==> src/rtl/ysyx_25050147_lsu_pkg.sv <==
// ----------------------------------------------------------------------------
// ysyx_25050147_lsu_pkg
// Shared definitions for the load/store unit:
//   - state_t      : LSU sequencing FSM states
//   - funct3 codes : RISC-V load/store funct3 encodings
//   - size_bytes() : access size in bytes from funct3[1:0]
// ----------------------------------------------------------------------------
package ysyx_25050147_lsu_pkg;

    typedef enum logic [2:0] {
        IDLE  = 3'd0,
        REQ0  = 3'd1,
        WAIT0 = 3'd2,
        REQ1  = 3'd3,
        WAIT1 = 3'd4,
        RESP  = 3'd5
    } state_t;

    // Load funct3
    localparam logic [2:0] LB  = 3'b000;
    localparam logic [2:0] LH  = 3'b001;
    localparam logic [2:0] LW  = 3'b010;
    localparam logic [2:0] LD  = 3'b011;
    localparam logic [2:0] LBU = 3'b100;
    localparam logic [2:0] LHU = 3'b101;
    localparam logic [2:0] LWU = 3'b110;

    // Store funct3
    localparam logic [2:0] SB  = 3'b000;
    localparam logic [2:0] SH  = 3'b001;
    localparam logic [2:0] SW  = 3'b010;
    localparam logic [2:0] SD  = 3'b011;

    // 00 -> 1, 01 -> 2, 10 -> 4, 11 -> 8 bytes
    function automatic logic [3:0] size_bytes(input logic [1:0] sz);
        return 4'd1 << sz;
    endfunction

endpackage

==> src/rtl/ysyx_25050147_lsu_align.sv <==
// ----------------------------------------------------------------------------
// ysyx_25050147_lsu_align
// Combinational byte-lane datapath for the LSU.
//   op        : funct3 of the access (size in [1:0], zero-extend in [2])
//   off       : byte offset of the access inside one bus beat
//   wdata     : right-justified store data
//   mask0/1   : byte enables for beat 0 / beat 1 (beat 1 is zero if no split)
//   wdata0/1  : lane-shifted store data for beat 0 / beat 1
//   rdata_lo  : read data of beat 0
//   rdata_hi  : read data of beat 1 (zero for single-beat loads)
//   rdata_ext : merged, truncated and sign/zero-extended load result
// ----------------------------------------------------------------------------
module ysyx_25050147_lsu_align
    import ysyx_25050147_lsu_pkg::*;
#(
    parameter int XLEN = 32
) (
    input  logic [2:0]               op,
    input  logic [$clog2(XLEN/8)-1:0] off,
    input  logic [XLEN-1:0]          wdata,
    output logic [XLEN/8-1:0]        mask0,
    output logic [XLEN/8-1:0]        mask1,
    output logic [XLEN-1:0]          wdata0,
    output logic [XLEN-1:0]          wdata1,
    input  logic [XLEN-1:0]          rdata_lo,
    input  logic [XLEN-1:0]          rdata_hi,
    output logic [XLEN-1:0]          rdata_ext
);

    localparam int NB = XLEN / 8;
    localparam logic [2*NB-1:0] MASK_ONE = 1;

    logic [3:0]          nbytes;
    logic [2*NB-1:0]     mask_wide;
    logic [2*XLEN-1:0]   wdata_wide;
    logic [XLEN-1:0]     merged;
    logic [XLEN-1:0]     left_just;
    int                  shamt;

    // Both beats come from one double-width shift: the low half is beat 0,
    // the bits shifted past the beat boundary form beat 1.
    // NOTE: every always_comb output gets a value on every path (defaults
    // first where branches exist) so no latch is inferred.
    always_comb begin
        nbytes     = size_bytes(op[1:0]);
        mask_wide  = ((MASK_ONE << nbytes) - MASK_ONE) << off;
        mask0      = mask_wide[NB-1:0];
        mask1      = mask_wide[2*NB-1:NB];

        wdata_wide = {{XLEN{1'b0}}, wdata} << {off, 3'b000};
        wdata0     = wdata_wide[XLEN-1:0];
        wdata1     = wdata_wide[2*XLEN-1:XLEN];

        // Bring the addressed bytes down to bit 0 across both beats.
        merged     = XLEN'({rdata_hi, rdata_lo} >> {off, 3'b000});

        // Left-justify the valid bytes, then shift back logically or
        // arithmetically to zero- or sign-extend.
        shamt      = XLEN - 8 * int'(nbytes);
        if (shamt < 0) shamt = 0;
        left_just  = merged << shamt;
        rdata_ext  = left_just >> shamt;
        if (!op[2]) rdata_ext = $signed(left_just) >>> shamt;
    end

endmodule

==> src/rtl/ysyx_25050147_lsu.sv <==
// ----------------------------------------------------------------------------
// ysyx_25050147_lsu
// Load/store unit between EXU and the data-memory bus. Accepts one request at
// a time, issues one or two aligned bus beats, returns the extended load data
// (or an error) on a held response handshake.
//   req_*      : request from EXU (valid/ready), captured at acceptance
//   rsp_*      : response to consumer (valid/ready), held until accepted
//   mem_req_*  : registered bus beat request, stable under backpressure
//   mem_rsp_*  : bus read data / write ack, always accepted in WAIT states
// Parameters: XLEN (32/64), AW, SPLIT_MISALIGNED (1 split, 0 error).
// ----------------------------------------------------------------------------
module ysyx_25050147_lsu
    import ysyx_25050147_lsu_pkg::*;
#(
    parameter int XLEN             = 32,
    parameter int AW               = 32,
    parameter bit SPLIT_MISALIGNED = 1'b1
) (
    input  logic              clk,
    input  logic              rst_n,

    input  logic              req_valid,
    output logic              req_ready,
    input  logic              req_wen,
    input  logic [2:0]        req_op,
    input  logic [AW-1:0]     req_addr,
    input  logic [XLEN-1:0]   req_wdata,

    output logic              rsp_valid,
    input  logic              rsp_ready,
    output logic [XLEN-1:0]   rsp_rdata,
    output logic              rsp_err,

    output logic              mem_req_valid,
    input  logic              mem_req_ready,
    output logic [AW-1:0]     mem_addr,
    output logic              mem_wen,
    output logic [XLEN-1:0]   mem_wdata,
    output logic [XLEN/8-1:0] mem_wmask,
    input  logic              mem_rsp_valid,
    input  logic [XLEN-1:0]   mem_rdata
);

    localparam int NB = XLEN / 8;
    localparam int OW = $clog2(NB);

    state_t            state;

    // Captured request
    logic [2:0]        op_q;
    logic              wen_q;
    logic [AW-1:0]     base_q;
    logic [OW-1:0]     off_q;
    logic [XLEN-1:0]   wdata_q;
    logic              split_q;
    logic [XLEN-1:0]   d0_q;

    // Request decode
    logic [OW-1:0]     req_off;
    logic [AW-1:0]     req_base;
    logic [3:0]        req_nbytes;
    logic              req_cross;
    logic              req_legal;
    logic              req_bad;

    // Aligner interface
    logic [2:0]        a_op;
    logic [OW-1:0]     a_off;
    logic [XLEN-1:0]   a_wdata;
    logic [XLEN-1:0]   a_lo;
    logic [XLEN-1:0]   a_hi;
    logic [NB-1:0]     mask0;
    logic [NB-1:0]     mask1;
    logic [XLEN-1:0]   wdata0;
    logic [XLEN-1:0]   wdata1;
    logic [XLEN-1:0]   rdata_ext;

    assign req_ready = (state == IDLE);

    always_comb begin
        req_off    = req_addr[OW-1:0];
        req_base   = {req_addr[AW-1:OW], {OW{1'b0}}};
        req_nbytes = size_bytes(req_op[1:0]);
        req_cross  = (5'(req_off) + 5'(req_nbytes)) > 5'(NB);

        req_legal = 1'b0;
        if (req_wen) begin
            req_legal = (req_op == SB) || (req_op == SH) || (req_op == SW) ||
                        ((XLEN == 64) && (req_op == SD));
        end else begin
            req_legal = (req_op == LB)  || (req_op == LH)  || (req_op == LW) ||
                        (req_op == LBU) || (req_op == LHU) ||
                        ((XLEN == 64) && ((req_op == LD) || (req_op == LWU)));
        end
        req_bad = !req_legal || (req_cross && !SPLIT_MISALIGNED);
    end

    // In IDLE the aligner works on the live request so beat 0 can be
    // registered at acceptance; afterwards it works on the captured copy.
    always_comb begin
        a_op    = (state == IDLE) ? req_op    : op_q;
        a_off   = (state == IDLE) ? req_off   : off_q;
        a_wdata = (state == IDLE) ? req_wdata : wdata_q;
        a_lo    = (state == WAIT1) ? d0_q      : mem_rdata;
        a_hi    = (state == WAIT1) ? mem_rdata : '0;
    end

    ysyx_25050147_lsu_align #(
        .XLEN (XLEN)
    ) u_align (
        .op        (a_op),
        .off       (a_off),
        .wdata     (a_wdata),
        .mask0     (mask0),
        .mask1     (mask1),
        .wdata0    (wdata0),
        .wdata1    (wdata1),
        .rdata_lo  (a_lo),
        .rdata_hi  (a_hi),
        .rdata_ext (rdata_ext)
    );

    // NOTE: sequential state uses non-blocking assignments only, so every
    // register samples pre-edge values regardless of statement order.
    always_ff @(posedge clk or negedge rst_n) begin
        if (!rst_n) begin
            state         <= IDLE;
            op_q          <= '0;
            wen_q         <= 1'b0;
            base_q        <= '0;
            off_q         <= '0;
            wdata_q       <= '0;
            split_q       <= 1'b0;
            d0_q          <= '0;
            rsp_valid     <= 1'b0;
            rsp_rdata     <= '0;
            rsp_err       <= 1'b0;
            mem_req_valid <= 1'b0;
            mem_addr      <= '0;
            mem_wen       <= 1'b0;
            mem_wdata     <= '0;
            mem_wmask     <= '0;
        end else begin
            case (state)
                IDLE: begin
                    if (req_valid) begin
                        op_q    <= req_op;
                        wen_q   <= req_wen;
                        base_q  <= req_base;
                        off_q   <= req_off;
                        wdata_q <= req_wdata;
                        split_q <= req_cross;
                        if (req_bad) begin
                            rsp_valid <= 1'b1;
                            rsp_err   <= 1'b1;
                            rsp_rdata <= '0;
                            state     <= RESP;
                        end else begin
                            mem_req_valid <= 1'b1;
                            mem_addr      <= req_base;
                            mem_wen       <= req_wen;
                            mem_wdata     <= wdata0;
                            mem_wmask     <= mask0;
                            state         <= REQ0;
                        end
                    end
                end

                REQ0: begin
                    if (mem_req_ready) begin
                        mem_req_valid <= 1'b0;
                        state         <= WAIT0;
                    end
                end

                WAIT0: begin
                    if (mem_rsp_valid) begin
                        if (split_q) begin
                            d0_q          <= mem_rdata;
                            mem_req_valid <= 1'b1;
                            mem_addr      <= base_q + AW'(NB);
                            mem_wen       <= wen_q;
                            mem_wdata     <= wdata1;
                            mem_wmask     <= mask1;
                            state         <= REQ1;
                        end else begin
                            rsp_valid <= 1'b1;
                            rsp_err   <= 1'b0;
                            rsp_rdata <= wen_q ? '0 : rdata_ext;
                            state     <= RESP;
                        end
                    end
                end

                REQ1: begin
                    if (mem_req_ready) begin
                        mem_req_valid <= 1'b0;
                        state         <= WAIT1;
                    end
                end

                WAIT1: begin
                    if (mem_rsp_valid) begin
                        rsp_valid <= 1'b1;
                        rsp_err   <= 1'b0;
                        rsp_rdata <= wen_q ? '0 : rdata_ext;
                        state     <= RESP;
                    end
                end

                RESP: begin
                    if (rsp_ready) begin
                        rsp_valid <= 1'b0;
                        rsp_err   <= 1'b0;
                        state     <= IDLE;
                    end
                end

                default: state <= IDLE;
            endcase
        end
    end

endmodule

==> config.mk <==
export PLATFORM = sky130hd
export DESIGN_NAME = ysyx_25050147_lsu
export DESIGN_NICKNAME = d
export VERILOG_FILES = /design/src/rtl/ysyx_25050147_lsu_pkg.sv /design/src/rtl/ysyx_25050147_lsu_align.sv /design/src/rtl/ysyx_25050147_lsu.sv
export SDC_FILE = /design/constraint.sdc
export NUM_CORES = 1
export LEC_CHECK = 0
export BUFFER_PORTS_ARGS = -buffer_cell sky130_fd_sc_hd__buf_2
export CAP_MARGIN = 25
export CORE_MARGIN = 4
export CORE_UTILIZATION = 57
export DETAILED_ROUTE_END_ITERATION = 10
export HOLD_SLACK_MARGIN = 0.03
export PLACE_DENSITY = 0.78
export SYNTH_ARGS = -nofsm -noshare
export SYNTH_HDL_FRONTEND = slang
export SYNTH_SLANG_ARGS = --single-unit
==> constraint.sdc <==
create_clock -name clk -period 2.8 [get_ports clk]
set_input_delay 0.42 -clock clk [delete_from_list [all_inputs] [get_ports clk]]
set_output_delay 0.42 -clock clk [all_outputs]
set_load 0.02 [all_outputs]
-- Word-level counts from Yosys, hierarchy flattened
Cells that the tools add are included.
- reductions and logical operators: 18
- equality and inequality tests: 20
- magnitude comparators: 2
- shift operators: 9
- multiplexer cells: 61
- $add $sub $neg: 4
- operator list (operator ; count):
    $mux W32 ; 19
    $pmux W32 S2 ; 2
    $pmux W32 S3 ; 1
    $shl A32 B5 Y64 ; 1
    $shr A64 B5 Y32 ; 1
    $add A32 B3 Y32 const B ; 1
    $lt A32 B1 Y1 const B ; 1
    $shl A32 B32 Y32 ; 1
    $shr A32 B32 Y32 ; 1
    $sshr A32 B32 Y32 ; 1
    $mux W3 ; 9
    $mux W1 ; 19
    $ne A2 B2 Y1 const B ; 9
    $pmux W3 S6 ; 1
    $reduce_and A6 Y1 ; 3
    $mux W4 ; 4
    $eq A3 B3 Y1 const B ; 4
    $eq A3 B2 Y1 const B ; 3
    $pmux W1 S4 ; 2
    $pmux W4 S2 ; 1
    $shl A1 B2 Y4 const A ; 2
    $shl A1 B4 Y8 const A ; 1
    $shl A8 B2 Y8 ; 1
    $sub A6 B7 Y8 const A ; 1
    other kinds (18) ; 25
- word-level logic and storage cells: 130
- register bits: 208

-- Longest topological paths before layout
- depth in word-level cells: 13
- mapped depth: 12
- gate-level depth less buffers: 8

-- Cells and area by module
A second synthesis with hierarchy kept.
- cell total of the unflattened synthesis: 1222
- area total of the unflattened synthesis: 12411.9 µm²
- modules (own cells, without submodules) (module ; cells an instance ; area each (µm²) ; seq. area each (µm²) ; instances):
    ysyx_25050147_lsu ; 972 ; 10337.4 ; 5154.9 ; 1
    ysyx_25050147_lsu_align ; 250 ; 2074.5 ; 0.0 ; 1

-- Worst setup path before layout
No wires, ideal clock.
- kind: register to register
- start point: reg state[1]
- end point: reg mem_wdata[1]
- data required time: 2.735 ns
- setup time: 0.065 ns
- arrival: 2.410 ns
- buffers on the path: 3
- setup slack: 0.325 ns
- stages on the path, launching flop included: 11
- path through: dfrtp_1 buf_6 or3_1 buf_2 inv_2 mux2_2 buf_4 nor2_1 nand2_1 o221ai_1 o21a_1
- cells in the longest elaborated chain, start to end: 6
- elaborated cells between the ends (all ways): 16
- classes of those cells: eq/ne: 5; shift: 1; mux: 7; reduce/logical: 3
- ends and longest elaborated chain (what ; RTL line ; text):
    start: declaration ; ysyx_25050147_lsu.sv:47 ; state_t state;
    start signal: assignment ; ysyx_25050147_lsu.sv:127 ; state <= IDLE;
    start signal: assignment ; ysyx_25050147_lsu.sv:157 ; state <= RESP;
    start signal: assignment ; ysyx_25050147_lsu.sv:164 ; state <= REQ0;
    $logic_not A3 Y1 ; ysyx_25050147_lsu.sv:102, ysyx_25050147_lsu.sv:103, ysyx_25050147_lsu.sv:144 ;
    $mux W32 or $mux W2 (tied branches) ; ysyx_25050147_lsu.sv:103, ysyx_25050147_lsu.sv:102 ;
    $shl A32 B5 Y64 ; ysyx_25050147_lsu_align.sv:50 ; wdata_wide = {{XLEN{1'b0}}, wdata} << {off, 3'b000};
    $mux W32, on equally long branches ; ysyx_25050147_lsu.sv:178, ysyx_25050147_lsu.sv:153 ;
    $mux W32, on equally long branches ; ysyx_25050147_lsu.sv:177, ysyx_25050147_lsu.sv:146 ;
    $pmux W32 S2 ; ysyx_25050147_lsu.sv:144 ; case (state)
    end signal: assignment ; ysyx_25050147_lsu.sv:162 ; mem_wdata <= wdata0;
    end signal: assignment ; ysyx_25050147_lsu.sv:183 ; mem_wdata <= wdata1;
    end: declaration ; ysyx_25050147_lsu.sv:38 ; output logic [XLEN-1:0] mem_wdata,
Several ways; a longest one is shown, not always the timed one. The select of a mux whose other input is x is not followed.
A chain may end at the register's enable or synchronous reset.

-- Worst setup path in the final report
- start point: reg state[1]
- end point: out req_ready
- cells in the longest elaborated chain, start to end: 1
- ends and longest elaborated chain (what ; RTL line ; text):
    $logic_not A3 Y1 ; ysyx_25050147_lsu.sv:78 ; assign req_ready = (state == IDLE);
    end: declaration ; ysyx_25050147_lsu.sv:23 ; output logic req_ready,
Every way passes these cells.

==> flow_summary.json <==
{
  "p_per_area_nw_per_um2": 1314,
  "synthDistinctLibCells": 69,
  "cts_tree": "done",
  "rows": 52,
  "start_util_pct": 58.86,
  "dr.first_iter.drc_count": 831,
  "antenna_found_initial": 7,
  "vias": 11124,
  "seq_area_frac_synth_pct": 42.73,
  "synth_area_sq_um": 12060,
  "netlist_instances": 1302,
  "fin_nets": 1598,
  "dp.cells": 1731,
  "area_growth_pct": 19.60,
  "rsz0062_at_grt": "false",
  "synth-edff-count": 0,
  "antenna_left": 0,
  "gp_congestion": 0.9461,
  "synth_seq_cells": 206,
  "end_kind": "primary output",
  "grtUsageTotal_pct": 29.85,
  "drtPass1Iterations": 7,
  "post-place-ws_ns": -0.05853,
  "status": "finished clean",
  "fmax_mhz": 371.9,
  "synth.avg_cell_area_sq_um": 9.265,
  "ios": 211,
  "place.port_buffers": 208,
  "cts_max_path_buffers": 3,
  "drv_cap": 0,
  "hpwl_microns": 24600,
  "worst_setup_path_start_kind": "flop",
  "synth-main-ff-cell": "dfrtp_1",
  "leakage_nw": 6.608,
  "clock_skew_ns": 0.02246,
  "post_drt_wl_per_cell_microns": 20.27,
  "arrival_ns": 2.27,
  "die_h_microns": 153.5,
  "crit_type": "reg2out",
  "fin_ws_ns": 0.1108,
  "dpl_cell_area_sq_um": 13510,
  "die_area_sq_um": 23550,
  "finalCriticalPeriod_ns": 2.689,
  "die_w_microns": 153.5,
  "finalSetupTns_ns": 0,
  "slew_headroom_pct": 31.50,
  "drive_gt1_share_pct": 29.28,
  "ir_drop_mv": 0.8124,
  "finalWirelength_microns": 36050,
  "overflow": 0,
  "clk_pin_slew_ns": 0.06,
  "path_max_fanout": 26,
  "cts-root-buf": "clkbuf_16",
  "hold_viol": 0,
  "grt_pass1_vias": 10958,
  "viasPerCell": 6.253,
  "grt_max_degree": 85,
  "drc": 0,
  "layout.cells.non_filler": 1779,
  "ys_async_sr_fraction_pct": 100.0,
  "cts_sinks": 206,
  "ys_warn_count": 0,
  "cts_max_level": 1,
  "hp-class": "in2reg",
  "insertion_delay_ns": 0.54,
  "coreArea_sq_um": 20490,
  "finalInstanceArea_sq_um": 14430,
  "grt_pass1_wl_microns": 58490,
  "setup_viol": 0,
  "cts_inserted_buffers": 24,
  "crit_required_ns": 2.38,
  "fin_crit_sh_pct": 96.04,
  "worst_slew_pin_slew_ns": 1.027,
  "drv_slew": 0
}
==> cell usage after synthesis (11+ instances only) <==
cell	count	share of area [%]
dfrtp_1	206	43
nand2_1	194	6.0
mux2_2	109	10
o21ai_0	92	3.8
mux2i_1	85	7.1
nor2_1	84	2.6
a21oi_1	79	3.3
clkbuf_1	64	2.0
nand3_1	47	2.0
nor3_1	35	1.5
a211oi_1	21	1.3
buf_2	21	0.87
xor2_1	17	1.2
and3_1	16	0.83
inv_1	14	0.44
a31oi_1	13	0.67
nor2b_1	12	0.62
o21a_1	11	0.68
o221ai_1	11	0.80
xnor2_1	11	0.80
==> critical path: stages (launching register included) <==
cell and delay [ns]:
dfrtp_1 0.41, or3_2 0.62, clkinv_2 0.22, buf_6 0.28, buf_2 0.22
==> through the flow <==
stage	power [mW]	hold slack, ns	util (%)
floorplan	12.21	0.1244	-
global placement	14.94	0.3564	65.90
detailed placement	15.19	0.3578	65.90
CTS	18.82	0.09800	70.31
global route	20.14	0.1243	70.40
finish	18.96	0.1144	70.40
==> state kept, by name (all words and copies together), names as in the netlist, 2 cells and up <==
name / count
mem_wdata: 32
mem_wmask: 4
mem_addr: 30
d0_q: 32
base_q: 30
off_q: 2
state: 3
op_q: 3
rsp_rdata: 32
wdata_q: 32
==> kinds of logic (layout without fill, tap and decap cells) <==
kind of cell	Yosys count	after routing	share of synthesized area, %
xor gates and xnor gates	28	28	2.033
muxes	196	196	17.47
other	1	5	0.03109
DFF	206	206	42.73
and+or+nand+nor	444	444	16.90
adders and majority gates	4	4	0.4772
buffers and inverters	117	320	4.419
AOI/OAI and AO/OA	306	306	15.94
==> final cells by class <==
class                   count  area [sq um]
inverters                  15         57.56
clock buffers              30         653.1
multi-input cells         980          6442
repair buffers            261          1545
flip-flops and latches    206          5156
fillers                  1601          6067
clock inverters            14         227.7
well taps                 270         337.8
diodes                      3         7.507
==> report_power, final <==
| group | total, mW | switching (mW) | internal, mW | leakage, nW |
|---|---|---|---|---|
| registers | 5.47 | 1.10 | 4.37 | 2.54 |
| logic | 10.0 | 6.12 | 3.91 | 3.64 |
| clock network | 3.46 | 1.33 | 2.14 | 0.428 |
| total | 19.0 | 8.54 | 10.4 | 6.61 |
==> metal layers <==
layer  vias up  wire [microns]  track usage, %
met1      5321           14330           39.90
met4         8            1285           10.18
li1       5056               -               -
met2       619           16420           47.27
met3       120            3960           8.284
met5         -              57               0
==> placed cells by master, fill, tap and decap left out, types with 11 or more instances in the layout <==
| cell type | count |
|---|---|
| dfrtp_1 | 205 |
| nand2_1 | 194 |
| a21oi_1 | 79 |
| xor2_1 | 17 |
| buf_2 | 207 |
| xnor2_1 | 11 |
| buf_4 | 43 |
| mux2i_1 | 83 |
| and3_1 | 16 |
| nor3_1 | 34 |
| a211oi_1 | 21 |
| inv_1 | 14 |
| nor2b_1 | 12 |
| clkbuf_16 | 24 |
| nand3_1 | 47 |
| o221ai_1 | 11 |
| a31oi_1 | 13 |
| o21ai_0 | 92 |
| o21a_1 | 11 |
| nor2_1 | 83 |
| mux2_2 | 109 |
==> repair_timing <==
item | 4_1_cts | 5_1_grt
gates resized for setup | 2 | 4
endpoints found under the setup margin | 12 | 5
pin swaps | 0 | 0
setup buffers | 0 | 0
hold endpoints to repair | 34 | 0
hold buffers | 1 | 0
==> worst paths after layout <==
path / to / start / cells past startpoint / slack, ns
max: req_ready / state[1] / 4 / 0.11
min: base_q[20] / req_addr[20] / 3 / 0.11
max reg2reg: rsp_rdata[30] / state[1] / 7 / 0.13
min reg2reg: rsp_rdata[15] / rsp_rdata[15] / 2 / 0.47
max in group asynchronous: base_q[22] / rst_n / 3 / 1.67
min in group asynchronous: rsp_rdata[7] / rst_n / 2 / 0.38
(Power assumes the default switching activity.)
